## src/rtl/riscv_pkg.sv

```systemverilog
// Shared state, opcode, ALUOp and ALUControl encodings for the multicycle RISC-V controller.
// Optional feature macro: ILLEGAL_OP_EN (adds the HALT state for unrecognised opcodes).
package riscv_pkg;

  typedef enum logic [3:0] {
    S_FETCH    = 4'd0,
    S_DECODE   = 4'd1,
    S_MEMADR   = 4'd2,
    S_MEMREAD  = 4'd3,
    S_MEMWB    = 4'd4,
    S_MEMWRITE = 4'd5,
    S_EXECUTER = 4'd6,
    S_EXECUTEI = 4'd7,
    S_ALUWB    = 4'd8,
    S_BEQ      = 4'd9,
    S_JAL      = 4'd10
`ifdef ILLEGAL_OP_EN
    , S_HALT   = 4'd11
`endif
  } state_t;

  localparam logic [6:0] OP_LW    = 7'b0000011;
  localparam logic [6:0] OP_SW    = 7'b0100011;
  localparam logic [6:0] OP_RTYPE = 7'b0110011;
  localparam logic [6:0] OP_ITYPE = 7'b0010011;
  localparam logic [6:0] OP_BEQ   = 7'b1100011;
  localparam logic [6:0] OP_JAL   = 7'b1101111;

  typedef enum logic [1:0] {
    ALUOP_ADD   = 2'b00,
    ALUOP_SUB   = 2'b01,
    ALUOP_FUNCT = 2'b10
  } alu_op_t;

  localparam logic [2:0] ALU_ADD = 3'b000;
  localparam logic [2:0] ALU_SUB = 3'b001;
  localparam logic [2:0] ALU_AND = 3'b010;
  localparam logic [2:0] ALU_OR  = 3'b011;
  localparam logic [2:0] ALU_SLT = 3'b101;

  // Per-state Moore control word; ImmSrc and ALUControl are decoded separately.
  typedef struct packed {
    logic       pc_write;
    logic       adr_src;
    logic       mem_write;
    logic       ir_write;
    logic       reg_write;
    logic [1:0] result_src;
    logic [1:0] alu_src_a;
    logic [1:0] alu_src_b;
    alu_op_t    alu_op;
  } ctrl_t;

endpackage

```

## src/rtl/alu_decoder.sv

```systemverilog
// Combinational ALU operation decode from ALUOp, funct3, op[5] and funct7[5].
// Used by multicycle_controller; no configuration macros.
module alu_decoder
  import riscv_pkg::*;
(
  input  alu_op_t    alu_op,
  input  logic [2:0] funct3,
  input  logic       op_b5,
  input  logic       funct7b5,
  output logic [2:0] alu_control
);

  always_comb begin
    // NOTE: every combinational output gets a default first so no path infers a latch.
    alu_control = ALU_ADD;
    case (alu_op)
      ALUOP_ADD: alu_control = ALU_ADD;
      ALUOP_SUB: alu_control = ALU_SUB;
      ALUOP_FUNCT: begin
        case (funct3)
          // Only R-type (op[5]=1) with funct7[5]=1 subtracts; addi never does.
          3'b000:  alu_control = (op_b5 && funct7b5) ? ALU_SUB : ALU_ADD;
          3'b010:  alu_control = ALU_SLT;
          3'b110:  alu_control = ALU_OR;
          3'b111:  alu_control = ALU_AND;
          default: alu_control = ALU_ADD;
        endcase
      end
      default: alu_control = ALU_ADD;
    endcase
  end

endmodule

```

## src/rtl/multicycle_controller.sv

```systemverilog
// Multicycle RISC-V control FSM with ImmSrc decode; ALU decode lives in alu_decoder.
// Optional feature macro: ILLEGAL_OP_EN (HALT state plus sticky Illegal output).
module multicycle_controller
  import riscv_pkg::*;
(
  input  logic       clk,
  input  logic       reset,
  input  logic [6:0] op,
  input  logic [2:0] funct3,
  input  logic       funct7b5,
  input  logic       Zero,
  output logic       PCWrite,
  output logic       AdrSrc,
  output logic       MemWrite,
  output logic       IRWrite,
  output logic       RegWrite,
  output logic [1:0] ResultSrc,
  output logic [1:0] ALUSrcA,
  output logic [1:0] ALUSrcB,
  output logic [1:0] ImmSrc,
  output logic [2:0] ALUControl
`ifdef ILLEGAL_OP_EN
  ,
  output logic       Illegal
`endif
);

  state_t state_q, state_d;
  ctrl_t  ctrl;

  // NOTE: sequential state uses non-blocking assignments so every flop samples pre-edge values.
  always_ff @(posedge clk or posedge reset) begin
    if (reset) state_q <= S_FETCH;
    else       state_q <= state_d;
  end

  always_comb begin
    state_d = state_q;
    case (state_q)
      S_FETCH: state_d = S_DECODE;
      S_DECODE: begin
        case (op)
          OP_LW, OP_SW: state_d = S_MEMADR;
          OP_RTYPE:     state_d = S_EXECUTER;
          OP_ITYPE:     state_d = S_EXECUTEI;
          OP_BEQ:       state_d = S_BEQ;
          OP_JAL:       state_d = S_JAL;
`ifdef ILLEGAL_OP_EN
          default:      state_d = S_HALT;
`else
          default:      state_d = S_FETCH;
`endif
        endcase
      end
      S_MEMADR:   state_d = (op == OP_LW) ? S_MEMREAD : S_MEMWRITE;
      S_MEMREAD:  state_d = S_MEMWB;
      S_EXECUTER, S_EXECUTEI, S_JAL: state_d = S_ALUWB;
      S_MEMWB, S_MEMWRITE, S_ALUWB, S_BEQ: state_d = S_FETCH;
`ifdef ILLEGAL_OP_EN
      S_HALT:     state_d = S_HALT;
`endif
      default:    state_d = S_FETCH;
    endcase
  end

  always_comb begin
    ctrl = '0;
    case (state_q)
      S_FETCH: begin
        ctrl.ir_write   = 1'b1;
        ctrl.pc_write   = 1'b1;
        ctrl.alu_src_b  = 2'b10;
        ctrl.result_src = 2'b10;
      end
      S_DECODE: begin
        ctrl.alu_src_a = 2'b01;
        ctrl.alu_src_b = 2'b01;
      end
      S_MEMADR: begin
        ctrl.alu_src_a = 2'b10;
        ctrl.alu_src_b = 2'b01;
      end
      S_MEMREAD: ctrl.adr_src = 1'b1;
      S_MEMWB: begin
        ctrl.result_src = 2'b01;
        ctrl.reg_write  = 1'b1;
      end
      S_MEMWRITE: begin
        ctrl.adr_src   = 1'b1;
        ctrl.mem_write = 1'b1;
      end
      S_EXECUTER: begin
        ctrl.alu_src_a = 2'b10;
        ctrl.alu_op    = ALUOP_FUNCT;
      end
      S_EXECUTEI: begin
        ctrl.alu_src_a = 2'b10;
        ctrl.alu_src_b = 2'b01;
        ctrl.alu_op    = ALUOP_FUNCT;
      end
      S_ALUWB: ctrl.reg_write = 1'b1;
      S_BEQ: begin
        // The only Mealy output: branch is taken in the same cycle the compare resolves.
        ctrl.alu_src_a = 2'b10;
        ctrl.alu_op    = ALUOP_SUB;
        ctrl.pc_write  = Zero;
      end
      S_JAL: begin
        ctrl.alu_src_a = 2'b01;
        ctrl.alu_src_b = 2'b10;
        ctrl.pc_write  = 1'b1;
      end
      default: ctrl = '0;
    endcase
  end

  always_comb begin
    ImmSrc = 2'b00;
    case (op)
      OP_LW, OP_ITYPE: ImmSrc = 2'b00;
      OP_SW:           ImmSrc = 2'b01;
      OP_BEQ:          ImmSrc = 2'b10;
      OP_JAL:          ImmSrc = 2'b11;
      default:         ImmSrc = 2'b00;
    endcase
`ifdef ILLEGAL_OP_EN
    if (state_q == S_HALT) ImmSrc = 2'b00;
`endif
  end

  alu_decoder u_alu_decoder (
    .alu_op      (ctrl.alu_op),
    .funct3      (funct3),
    .op_b5       (op[5]),
    .funct7b5    (funct7b5),
    .alu_control (ALUControl)
  );

  assign PCWrite   = ctrl.pc_write;
  assign AdrSrc    = ctrl.adr_src;
  assign MemWrite  = ctrl.mem_write;
  assign IRWrite   = ctrl.ir_write;
  assign RegWrite  = ctrl.reg_write;
  assign ResultSrc = ctrl.result_src;
  assign ALUSrcA   = ctrl.alu_src_a;
  assign ALUSrcB   = ctrl.alu_src_b;

`ifdef ILLEGAL_OP_EN
  logic illegal_q, illegal_d;

  // Sticky: raised on the edge that enters HALT, cleared only by reset.
  assign illegal_d = illegal_q | (state_d == S_HALT);

  always_ff @(posedge clk or posedge reset) begin
    if (reset) illegal_q <= 1'b0;
    else       illegal_q <= illegal_d;
  end

  assign Illegal = illegal_q;
`endif

endmodule

```

## config.mk

```make
export PLATFORM = sky130hd
export DESIGN_NAME = multicycle_controller
export DESIGN_NICKNAME = d
export VERILOG_FILES = /design/src/rtl/riscv_pkg.sv /design/src/rtl/alu_decoder.sv /design/src/rtl/multicycle_controller.sv
export SDC_FILE = /design/constraint.sdc
export NUM_CORES = 1
export LEC_CHECK = 0
export BUFFER_PORTS_ARGS = -buffer_cell sky130_fd_sc_hd__buf_4
export CELL_PAD_IN_SITES_DETAIL_PLACEMENT = 0
export CELL_PAD_IN_SITES_GLOBAL_PLACEMENT = 1
export CORE_MARGIN = 5
export CORE_UTILIZATION = 30
export DETAILED_ROUTE_END_ITERATION = 6
export PLACE_DENSITY = 0.76
export SYNTH_ARGS = -nofsm -noshare
export SYNTH_HDL_FRONTEND = slang
export SYNTH_SLANG_ARGS = --single-unit
export TNS_END_PERCENT = 5
```

## constraint.sdc

```tcl
create_clock -name clk -period 2 [get_ports clk]
set_input_delay 0.4 -clock clk [delete_from_list [all_inputs] [get_ports clk]]
set_output_delay 0.4 -clock clk [all_outputs]
set_load 0.03 [all_outputs]
```

* Word level (Yosys, flattened, before mapping)
Index checks and enable logic that the tools add are counted.
** Word-level totals
- Bits in registers :: 4
- Bits in latches :: 0
- RAM bits :: 0
- ROM bits :: 0
- Input port bits :: 14
- Output and inout port bits :: 16
- Logic and storage cells :: 50
- Memories :: 0
** Operators by class
- Add/sub/neg operators :: 0
- Multipliers :: 0
- Div/mod/pow operators :: 0
- Order comparisons :: 0
- Eq/ne operators :: 21
- Shift operators :: 0
- Multiplexer cells :: 16
- Bitwise logic cells :: 0
- Reduce and logical (&&, ||, !) cells :: 12
** Operators with widths (number)
- one-hot mux 4 bit (5 select lines) :: 2
- == test 4 x 3 -> 1 bit (second input constant) :: 4
- one-hot mux 2 bit (2 select lines) :: 4
- == test 7 x 6 -> 1 bit (second input constant) :: 2
- == test 7 bit (second input constant) :: 2
- == test 4 bit (second input constant) :: 3
- one-hot mux 3 bit (4 select lines) :: 1
- OR reduction 2 bit :: 6
- == test 4 x 2 -> 1 bit (second input constant) :: 2
- == test 7 x 2 -> 1 bit (second input constant) :: 1
- == test 7 x 5 -> 1 bit (second input constant) :: 1
- == test 3 bit (second input constant) :: 2
- one-hot mux 2 bit (3 select lines) :: 1
- one-hot mux 3 bit (2 select lines) :: 1
- OR reduction 3 bit :: 2
- two-way mux 1 bit :: 5
- == test 4 x 1 -> 1 bit (second input constant) :: 1
- zero test 4 bit :: 1
- OR reduction 4 bit :: 1
- == test 3 x 2 -> 1 bit (second input constant) :: 1
- zero test 3 bit :: 1
- two-way mux 3 bit :: 1
- == test 2 x 1 -> 1 bit (second input constant) :: 1
- == test 2 bit (second input constant) :: 1
- other kinds (2) :: 2

* Logic depth before layout (Yosys ltp)
Gate-level depths: netlist of the first run.
- Word-level depth :: 5
- Mapped depth :: 8
- Gate-level depth less buffers :: 7

* Cells and area by module
Synthesis of the first run repeated with hierarchy kept, for this count alone.
** Second synthesis, totals
- Cell total of the unflattened synthesis :: 78
- Area total of the unflattened synthesis :: 613.1 µm²
** Modules (own cells, without submodules)
- multicycle_controller :: instances 1, cells an instance 67, area each 516.7 µm², sequential area each 100.1 µm²
- alu_decoder :: instances 1, cells an instance 11, area each 96.3 µm², sequential area each 0.0 µm²

* Worst setup path before layout of the first run
No wires, ideal clock.
- Path type :: register to output
- Start point :: reg state_q[1]
- End point :: out ALUControl[2]
- Data arrival time :: 2.060 ns
- Data required time :: 1.600 ns
- Path slack :: -0.460 ns
- Cell stages (with the launch flop) :: 6
- Buffers on the path :: 1
- Cells stage by stage :: dfrtp_1 > buf_4 > nor3b_1 > nand2_1 > ha_1 > nor4_1
** Between the ends
- Longest elaborated chain between the ends :: 5
- Elaborated cells between the ends (all ways) :: 8
- Classes of those cells :: eq/ne: 5; mux: 2; reduce/logical: 1
** RTL lines
- start: declaration :: line multicycle_controller.sv:28 : state_t state_q, state_d;
- start signal: assignment :: line multicycle_controller.sv:34 : else state_q <= state_d;
- == test 4 x 3 -> 1 bit :: line multicycle_controller.sv:68 : case (state_q)
- OR reduction 2 bit (no line)
- one-hot mux 2 bit (2 select lines) (*) :: line multicycle_controller.sv:68
- == test 2 bit or == test 2 x 1 -> 1 bit (tied branches) :: line alu_decoder.sv:16 : case (alu_op)
- one-hot mux 3 bit (2 select lines) (*) :: line alu_decoder.sv:16
- end: declaration :: line multicycle_controller.sv:21 : output logic [2:0] ALUControl
Mark *: on every way between the ends. The rest lies on a longest branch, timed or not.

* Final worst setup path of the first run
- Start point :: reg state_q[2]
- End point :: out ALUSrcA[1]
** Between the ends
- Longest elaborated chain between the ends :: 3
- Elaborated cells between the ends (all ways) :: 9
- Classes of those cells :: eq/ne: 6; mux: 1; reduce/logical: 2
** RTL lines
- == test 4 bit, or another cell as far along :: line multicycle_controller.sv:68
- OR reduction 4 bit (no line) or OR reduction 2 bit (tied branches)
- one-hot mux 2 bit (2 select lines) (*) :: line multicycle_controller.sv:68
- end: declaration :: line multicycle_controller.sv:18 : output logic [1:0] ALUSrcA,
Marked as above.

==> results of run 1 <==
-- where the power goes --
group          internal, mW  switching (mW)
clock network        0.0670          0.0307
registers            0.0931         0.00682
logic                 0.228           0.313
total                 0.388           0.351
-- layer usage --
metal,share of wire,track usage,vias to the layer above
met1,0.38,0.128,320
met3,0.053,0.0109,2
met2,0.55,0.223,23
li1,-,-,353
met4,0.011,0.0747,0
met5,0,0,-
-- cell usage after synthesis --
| cell type | number | area share |
|---|---|---|
| nor2_1 | 8 | 0.051 |
| nand2_1 | 6 | 0.038 |
| dfrtp_1 | 4 | 0.17 |
| inv_1 | 4 | 0.026 |
| a21oi_1 | 3 | 0.026 |
| buf_4 | 3 | 0.038 |
| nand3_1 | 3 | 0.026 |
| nor2b_1 | 3 | 0.032 |
| nor3_1 | 3 | 0.026 |
| nor3b_1 | 3 | 0.038 |
| a21o_1 | 2 | 0.026 |
| a22oi_1 | 2 | 0.026 |
| and3_1 | 2 | 0.021 |
| buf_6 | 2 | 0.038 |
| ha_1 | 2 | 0.043 |
| nand2b_1 | 2 | 0.021 |
| nand4_1 | 2 | 0.021 |
| nor4_1 | 2 | 0.021 |
| o21ai_0 | 2 | 0.017 |
| xnor2_1 | 2 | 0.030 |
| a22o_1 | 1 | 0.015 |
| a31oi_1 | 1 | 0.011 |
| and2_1 | 1 | 0.011 |
| and2b_1 | 1 | 0.013 |
| and3b_1 | 1 | 0.015 |
| and4bb_2 | 1 | 0.021 |
| buf_2 | 1 | 0.0085 |
| clkinv_1 | 1 | 0.0064 |
| nor3_2 | 1 | 0.017 |
| nor3b_2 | 1 | 0.021 |
| nor4b_2 | 1 | 0.026 |
| nor4b_4 | 1 | 0.040 |
| o211a_2 | 1 | 0.017 |
| o22a_1 | 1 | 0.015 |
| o32ai_1 | 1 | 0.015 |
| xor2_1 | 1 | 0.015 |
-- layout make-up --
cell class / count / share of cell area
inverters: 5 / 0.0177
well taps: 27 / 0.0319
multi-input cells: 61 / 0.505
flip-flops and latches: 4 / 0.0946
repair buffers: 44 / 0.330
clock buffers: 3 / 0.0213
-- stage by stage --
stage / hold WS [ns] / TNS (ns)
final: 0.0518 / -0.0127
after global routing: 0.0641 / -0.211
after CTS: 0.0475 / 0
after detailed placement: 0.295 / 0
after global placement: 0.294 / 0
after floorplan: 0.166 / -0.136
-- path summary, 6_finish.rpt --
path                            startpoint         end  cells after the start
worst max register to register  state_q[1]  state_q[0]                      6
worst min register to register  state_q[0]  state_q[0]                      2
worst max-delay path            state_q[2]  ALUSrcA[1]                      7
max in group asynchronous            reset  state_q[0]                      2
min in group clk                     op[5]  state_q[1]                      4
worst min-delay path                 reset  state_q[1]                      2
-- kinds of logic after synthesis --
family                     count (synthesis)  synth area share
xor gates and xnor gates                   3            0.0447
buffers and inverters                     11             0.117
and+or+nand+nor                           42             0.460
AOI/OAI and AO/OA                         14             0.166
adders and majority gates                  2            0.0425
DFF                                        4             0.170
-- repair_timing --
action	4_1_cts	5_1_grt
buffers inserted	7	2
gates resized for setup	6	18
setup endpoints to repair	2	5
pin swaps	2	7
hold endpoints to repair	0	0
==> flow_summary.toml, run 1 <==
[finish]
final_cell_mix = "39 x buf_4, 8 x nor2_1, 5 x buf_6, 4 x nand2_1, 4 x dfrtp_1"
final_common_cell = "buf_4"
finalNonFillerCells = 144
top_register = "state_q"
area_delta_synth_final_pct = 80.0
seqCellArea_um2 = 100
final_cell_area_um2 = 1060
top_regs = "state_q (4)"
final_layout_size_suffix_gt1_frac = 0.590
final_core_util = 0.551
multiInputGateArea_um2 = 534
diodes = 0
nFillCells = 187
nets = 135
largest_reg_flops = 4

[setup_path]
crit_slowest_cell = "dfrtp_1"
crit_chain = "buf_4, buf_4, buf_6, nor4b_4, a21oi_2, nand2_1, buf_6"
crit_path_max_fanout = 7
worstPathRequired_ns = 1.60
rrSetupSlack_ns = 0.48
critPathTopFamily = "buffers and inverters"
path_class = "register to output port"
cp-start-kind = "register"
critPathBufInv = 4
crit_path_end_kind = "output port"
slowest_delay_ns = 0.40
worstPathArrival_ns = 1.61

[timing]
rsz0062_at_grt = "yes"
hold_viol_final = 0
period_share = 1.01
worst_slew_pin_slew_ns = 0.288
finalSetupViolations = 1
maxSlewViolCount = 0
min_period_ns = 2.01
finClkSkew_ns = 0.000385
setup_ws_ns = -0.0127
fmax_mhz = 497
relSlewSlack = 0.807

[detailed_routing]
vias = 698
ant_nets = 0
dr.pass1.iters = 4
wire_per_inst_um = 12.1
vias_per_cell = 4.85
drc_errors = 0
dr.first_iter.drc_count = 6
drt-total-wl_mm = 1.75

[power_and_ir_drop]
powerDensity_nw_per_um2 = 698
leakagePower_nw = 0.502
p_total_mw = 0.739
peakVddDrop_mv = 0.358

[run_status]
status = "finished, violations left"
violations = "setup timing"

[grt]
grt_pass1_wl_mm = 2.59
grt_start_max_net_pins = 16
overflow = 0
grt_pass1_vias = 675
grt_antenna_before_repair = 0
grt_use_total = 0.120

[floorplan]
rows = 16
die-area_um2 = 2950
core-area_um2 = 1920
dieWidth_um = 54.3
ioPinCount = 30
start_util = 0.306
die_h_um = 54.3

[synthesis]
synth_cell_types = 36
syn_avg_cell_area_um2 = 7.74
syn-num-nets = 92
syn-cell-area_um2 = 588
yosysSeqAreaShare = 0.170
synth-seq-cells = 4
ys_warn_count = 0
synthCells = 76

[place]
placed_area_um2 = 856
placed_cells = 132
portBuffers = 29
hpwlAfterDp_mm = 1.21
gp_congestion = 0.739
pre_cts_ws_ns = 0.137

[clocking]
cts_tree = "done"
numCtsBuffers = 3
cts-root-buf = "clkbuf_4"
cts_sinks = 4
htree_levels = 1
path_clk_slew_ns = 0.04
ctsHoldBuffers = 0
clkLatencyLatePin_ns = 0.23
cts_buffer_depth = 2

[run]
drv_cap = 0

[hold_path]
worstHoldPathType = "input pin to async pin"
Note: power is estimated with default switching activity, not from simulation.
==> run 2: changes to the inputs <==
--- a/config.mk
+++ b/config.mk
@@ -11,7 +11,7 @@
 export CORE_MARGIN = 5
 export CORE_UTILIZATION = 30
 export DETAILED_ROUTE_END_ITERATION = 6
-export PLACE_DENSITY = 0.76
+export PLACE_DENSITY = 0.89
 export SYNTH_ARGS = -nofsm -noshare
 export SYNTH_HDL_FRONTEND = slang
 export SYNTH_SLANG_ARGS = --single-unit
==> flow_summary.toml, run 2 (same netlist as run 1, synthesis figures left out) <==
[finish]
final_common_cell = "buf_4"
diodes = 0
nets = 127
final_cell_area_um2 = 931
top_register = "state_q"
largest_reg_flops = 4
nFillCells = 202
final_layout_size_suffix_gt1_frac = 0.505
area_delta_synth_final_pct = 58.3
multiInputGateArea_um2 = 482
final_core_util = 0.484
final_cell_mix = "35 x buf_4, 8 x nor2_1, 4 x nand2_1, 4 x dfrtp_1"
seqCellArea_um2 = 100
top_regs = "state_q (4)"

[clocking]
cts-root-buf = "clkbuf_4"
cts_buffer_depth = 2
htree_levels = 1
cts_sinks = 4
path_clk_slew_ns = 0.03
numCtsBuffers = 3
clkLatencyLatePin_ns = 0.23
ctsHoldBuffers = 0
cts_tree = "done"

[grt]
grt_pass1_wl_mm = 2.38
grt_pass1_vias = 600
grt_antenna_before_repair = 0
overflow = 0
grt_use_total = 0.112
grt_start_max_net_pins = 16

[setup_path]
worstPathArrival_ns = 1.59
cp-start-kind = "register"
path_class = "register to output port"
crit_path_max_fanout = 4
worstPathRequired_ns = 1.60
crit_path_end_kind = "output port"

[timing]
finClkSkew_ns = 0.00122
hold_viol_final = 0
min_period_ns = 1.99
finalSetupViolations = 0
worst_slew_pin_slew_ns = 0.278
fin_tns_setup_ns = 0
period_share = 0.995
rsz0062_at_grt = "yes"
whs_ns = 0.0515
setup_ws_ns = 0.0109
fmax_mhz = 503
maxSlewViolCount = 0
relSlewSlack = 0.814

[place]
placed_area_um2 = 848
hpwlAfterDp_mm = 1.25
portBuffers = 29
pre_cts_ws_ns = 0.129
gp_congestion = 0.801

[power_and_ir_drop]
peakVddDrop_mv = 0.343
leakagePower_nw = 0.446
clkPwrFrac = 0.138
p_seq_frac = 0.145
powerDensity_nw_per_um2 = 743
p_switching_mw = 0.324
swShare = 0.469
p_int_mw = 0.368
p_comb_frac = 0.716

[detailed_routing]
wire_per_inst_um = 11.5
dr.first_iter.drc_count = 5
dr.pass1.iters = 4
vias = 654
drc_errors = 0
ant_nets = 0
vias_per_cell = 4.81
drt-total-wl_mm = 1.56

[run_status]
status = "completed"

[floorplan]
rows = 16
ioPinCount = 30
die-area_um2 = 2950
core-area_um2 = 1920
dieWidth_um = 54.3
die_h_um = 54.3
start_util = 0.306

[run]
drv_cap = 0

[hold_path]
worstHoldPathType = "input pin to async pin"
run 2: power groups by stage:
| stage | registers [mW] | logic, mW | clock network, mW |
|---|---|---|---|
| 6_report | 0.101 | 0.496 | 0.0957 |
| 5_1_grt | 0.102 | 0.536 | 0.104 |
| 4_1_cts | 0.102 | 0.499 | 0.101 |
| 3_5_place_dp | 0.103 | 0.491 | 0 |
| 3_3_place_gp | 0.100 | 0.486 | 0 |
| 2_1_floorplan | 0.110 | 0.332 | 0 |
run 2: timing repair:
item,4_1_cts,5_1_grt
setup endpoints to repair,2,2
gates resized for setup,9,2
pin swaps,2,1
buffers inserted,2,0
run 2: area by class of cell:
| type | instances | share of cell area |
|---|---|---|
| Tap cell | 27 | 0.0363 |
| Sequential cell | 4 | 0.108 |
| Multi-Input combinational cell | 61 | 0.517 |
| Inverter | 5 | 0.0202 |
| Timing Repair Buffer | 36 | 0.294 |
| Clock buffer | 3 | 0.0242 |
run 2: metrics by stage:
stage / total power, mW / cells
after global routing: 0.742 / 136
after CTS: 0.703 / 136
after detailed placement: 0.594 / 131
final: 0.692 / 136
after floorplan: 0.442 / 76
after global placement: 0.586 / 131
run 2: critical path, stage by stage (launching register included):
cell and delay [ns]:
dfrtp_1 0.41, nor3b_2 0.19, nand2_2 0.11, ha_4 0.26
nor4_4 0.19, buf_4 0.19
run 2: layer usage:
layer | global-route usage | part of all wire
met5 | 0 | 0
met4 | 0.0871 | 0.014
met3 | 0.0109 | 0.045
met2 | 0.181 | 0.53
met1 | 0.133 | 0.40
run 2: final timing paths:
path / endpoint / startpoint / slack (ns) / depth (start not counted)
min reg2reg: state_q[0] / state_q[0] / 0.72 / 2
max reg2reg: state_q[0] / state_q[2] / 0.75 / 4
min: state_q[1] / reset / 0.05 / 2
max in group asynchronous: state_q[3] / reset / 1.80 / 2
min in group clk: state_q[1] / op[5] / 0.51 / 4
max: ALUControl[2] / state_q[2] / 0.01 / 5
==> run 3: changes to the inputs <==
--- a/config.mk
+++ b/config.mk
@@ -5,13 +5,13 @@
 export SDC_FILE = /design/constraint.sdc
 export NUM_CORES = 1
 export LEC_CHECK = 0
-export BUFFER_PORTS_ARGS = -buffer_cell sky130_fd_sc_hd__buf_4
 export CELL_PAD_IN_SITES_DETAIL_PLACEMENT = 0
 export CELL_PAD_IN_SITES_GLOBAL_PLACEMENT = 1
 export CORE_MARGIN = 5
-export CORE_UTILIZATION = 30
+export CORE_UTILIZATION = 41
 export DETAILED_ROUTE_END_ITERATION = 6
-export PLACE_DENSITY = 0.89
+export DONT_BUFFER_PORTS = 1
+export PLACE_DENSITY = 0.87
 export SYNTH_ARGS = -nofsm -noshare
 export SYNTH_HDL_FRONTEND = slang
 export SYNTH_SLANG_ARGS = --single-unit
==> flow_summary.toml, run 3 (same netlist as run 1, synthesis figures left out) <==
[run_status]
status = "finished, violations left"
violations = "setup timing"

[clocking]
numCtsBuffers = 3
cts_sinks = 4
cts_tree = "done"
clkLatencyLatePin_ns = 0.23
cts_buffer_depth = 2
cts-root-buf = "clkbuf_4"
htree_levels = 1
path_clk_slew_ns = 0.04

[timing]
hold_viol_final = 0
min_period_ns = 2.00
rsz0062_at_grt = "yes"
fmax_mhz = 499
period_share = 1.00
setup_ws_ns = -0.00236
finalSetupViolations = 1
worst_slew_pin_slew_ns = 0.291
finClkSkew_ns = 0.000257
relSlewSlack = 0.805
maxSlewViolCount = 0
whs_ns = 0.385

[grt]
grt_antenna_before_repair = 0
overflow = 0
grt_pass1_wl_mm = 2.55
grt_pass1_vias = 634
grt_start_max_net_pins = 16
grt_use_total = 0.161

[floorplan]
rows = 13
dieWidth_um = 47.9
core-area_um2 = 1330
start_util = 0.441
die-area_um2 = 2290
die_h_um = 47.9
ioPinCount = 30

[finish]
area_delta_synth_final_pct = 44.7
diodes = 0
final_core_util = 0.638
nets = 117
final_common_cell = "buf_4"
largest_reg_flops = 4
final_cell_mix = "23 x buf_4, 8 x nor2_1, 4 x nand2_1"
final_layout_size_suffix_gt1_frac = 0.465
top_register = "state_q"
finalNonFillerCells = 114
top_regs = "state_q (4)"

[power_and_ir_drop]
powerDensity_nw_per_um2 = 785
p_int_mw = 0.343
swShare = 0.486
clkPwrFrac = 0.151
peakVddDrop_mv = 0.430
p_switching_mw = 0.325
leakagePower_nw = 0.401
p_comb_frac = 0.700
p_seq_frac = 0.149

[detailed_routing]
wire_per_inst_um = 13.8
dr.pass1.iters = 4
drt-total-wl_mm = 1.57
vias_per_cell = 5.57
dr.first_iter.drc_count = 11
drc_errors = 0
ant_nets = 0
vias = 635

[setup_path]
path_class = "register to output port"
cp-startpoint = "state_q[2]"
slowest_delay_ns = 0.40
critPathTopFamily = "simple AND/OR/NAND/NOR gates"
worstPathArrival_ns = 1.60
crit_slowest_cell = "dfrtp_1"
worstPathRequired_ns = 1.60
cp-start-kind = "register"
crit_path_max_fanout = 3
crit_path_end_kind = "output port"
crit_chain = "nor3b_2, nand2_2, ha_4, nor4_4, buf_6"
r2r-start = "state_q[3]"
critPathBufInv = 1

[place]
gp_congestion = 0.730
portBuffers = 0
hpwlAfterDp_mm = 1.09
pre_cts_ws_ns = 0.149
placed_cells = 103

[run]
drv_cap = 0

[hold_path]
worstHoldStart = "op[4]"
worstHoldPathType = "input pin to register"
run 3: changes by cell type in the layout (fill, tap and decap cells not counted), sizes merged:
cell	change
dlygate4sd3	+1
buf	-11
run 3: path summary, 6_finish.rpt:
kind                                 endpoint  slack [ns]  cells past startpoint
worst max-delay path            ALUControl[2]      -0.002                      5
worst min-delay path               state_q[0]        0.39                      2
worst max register to register     state_q[0]        0.62                      5
worst min register to register     state_q[0]        0.73                      2
max in group asynchronous          state_q[3]        1.35                      2
min in group asynchronous          state_q[1]        0.49                      2
run 3: power groups by stage:
stage / Sequential, mW / Combinational (mW) / Clock [mW]
after floorplan: 0.110 / 0.332 / 0
after global placement: 0.0997 / 0.427 / 0
after detailed placement: 0.100 / 0.434 / 0
after CTS: 0.0994 / 0.443 / 0.104
after global routing: 0.101 / 0.499 / 0.116
final: 0.0993 / 0.468 / 0.101
run 3: repair_timing:
action                                  CTS  global route
gates cloned                              0             0
endpoints found under the hold margin     4             0
setup buffers                             6             1
resized for setup                         5             9
pin swaps                                 1             5
endpoints found under the setup margin    2             5
hold buffers                              1             0
run 3: per-layer routing:
metal / GRT usage / share of wire / vias to the layer above
met5: 0 / 0 / -
met3: 0.0489 / 0.064 / 2
met4: 0.124 / 0.015 / 0
li1: - / - / 316
met1: 0.177 / 0.38 / 294
met2: 0.256 / 0.54 / 23
run 3: cell type report:
class / instances / area (um2)
multi-input combinational: 61 / 484
fill: 123 / 483
timing repair buffer: 26 / 205
sequential: 4 / 101
clock buffer: 3 / 22.5
inverter: 5 / 18.8
tap: 15 / 18.8
run 3: per-stage QoR:
step                 TNS, ns  area, um2  power [mW]
detailed placement         0        713       0.534
CTS                  -0.0259        816       0.647
global route          -0.215        851       0.716
finish              -0.00236        851       0.668
global placement           0        713       0.527
floorplan             -0.136        609       0.442
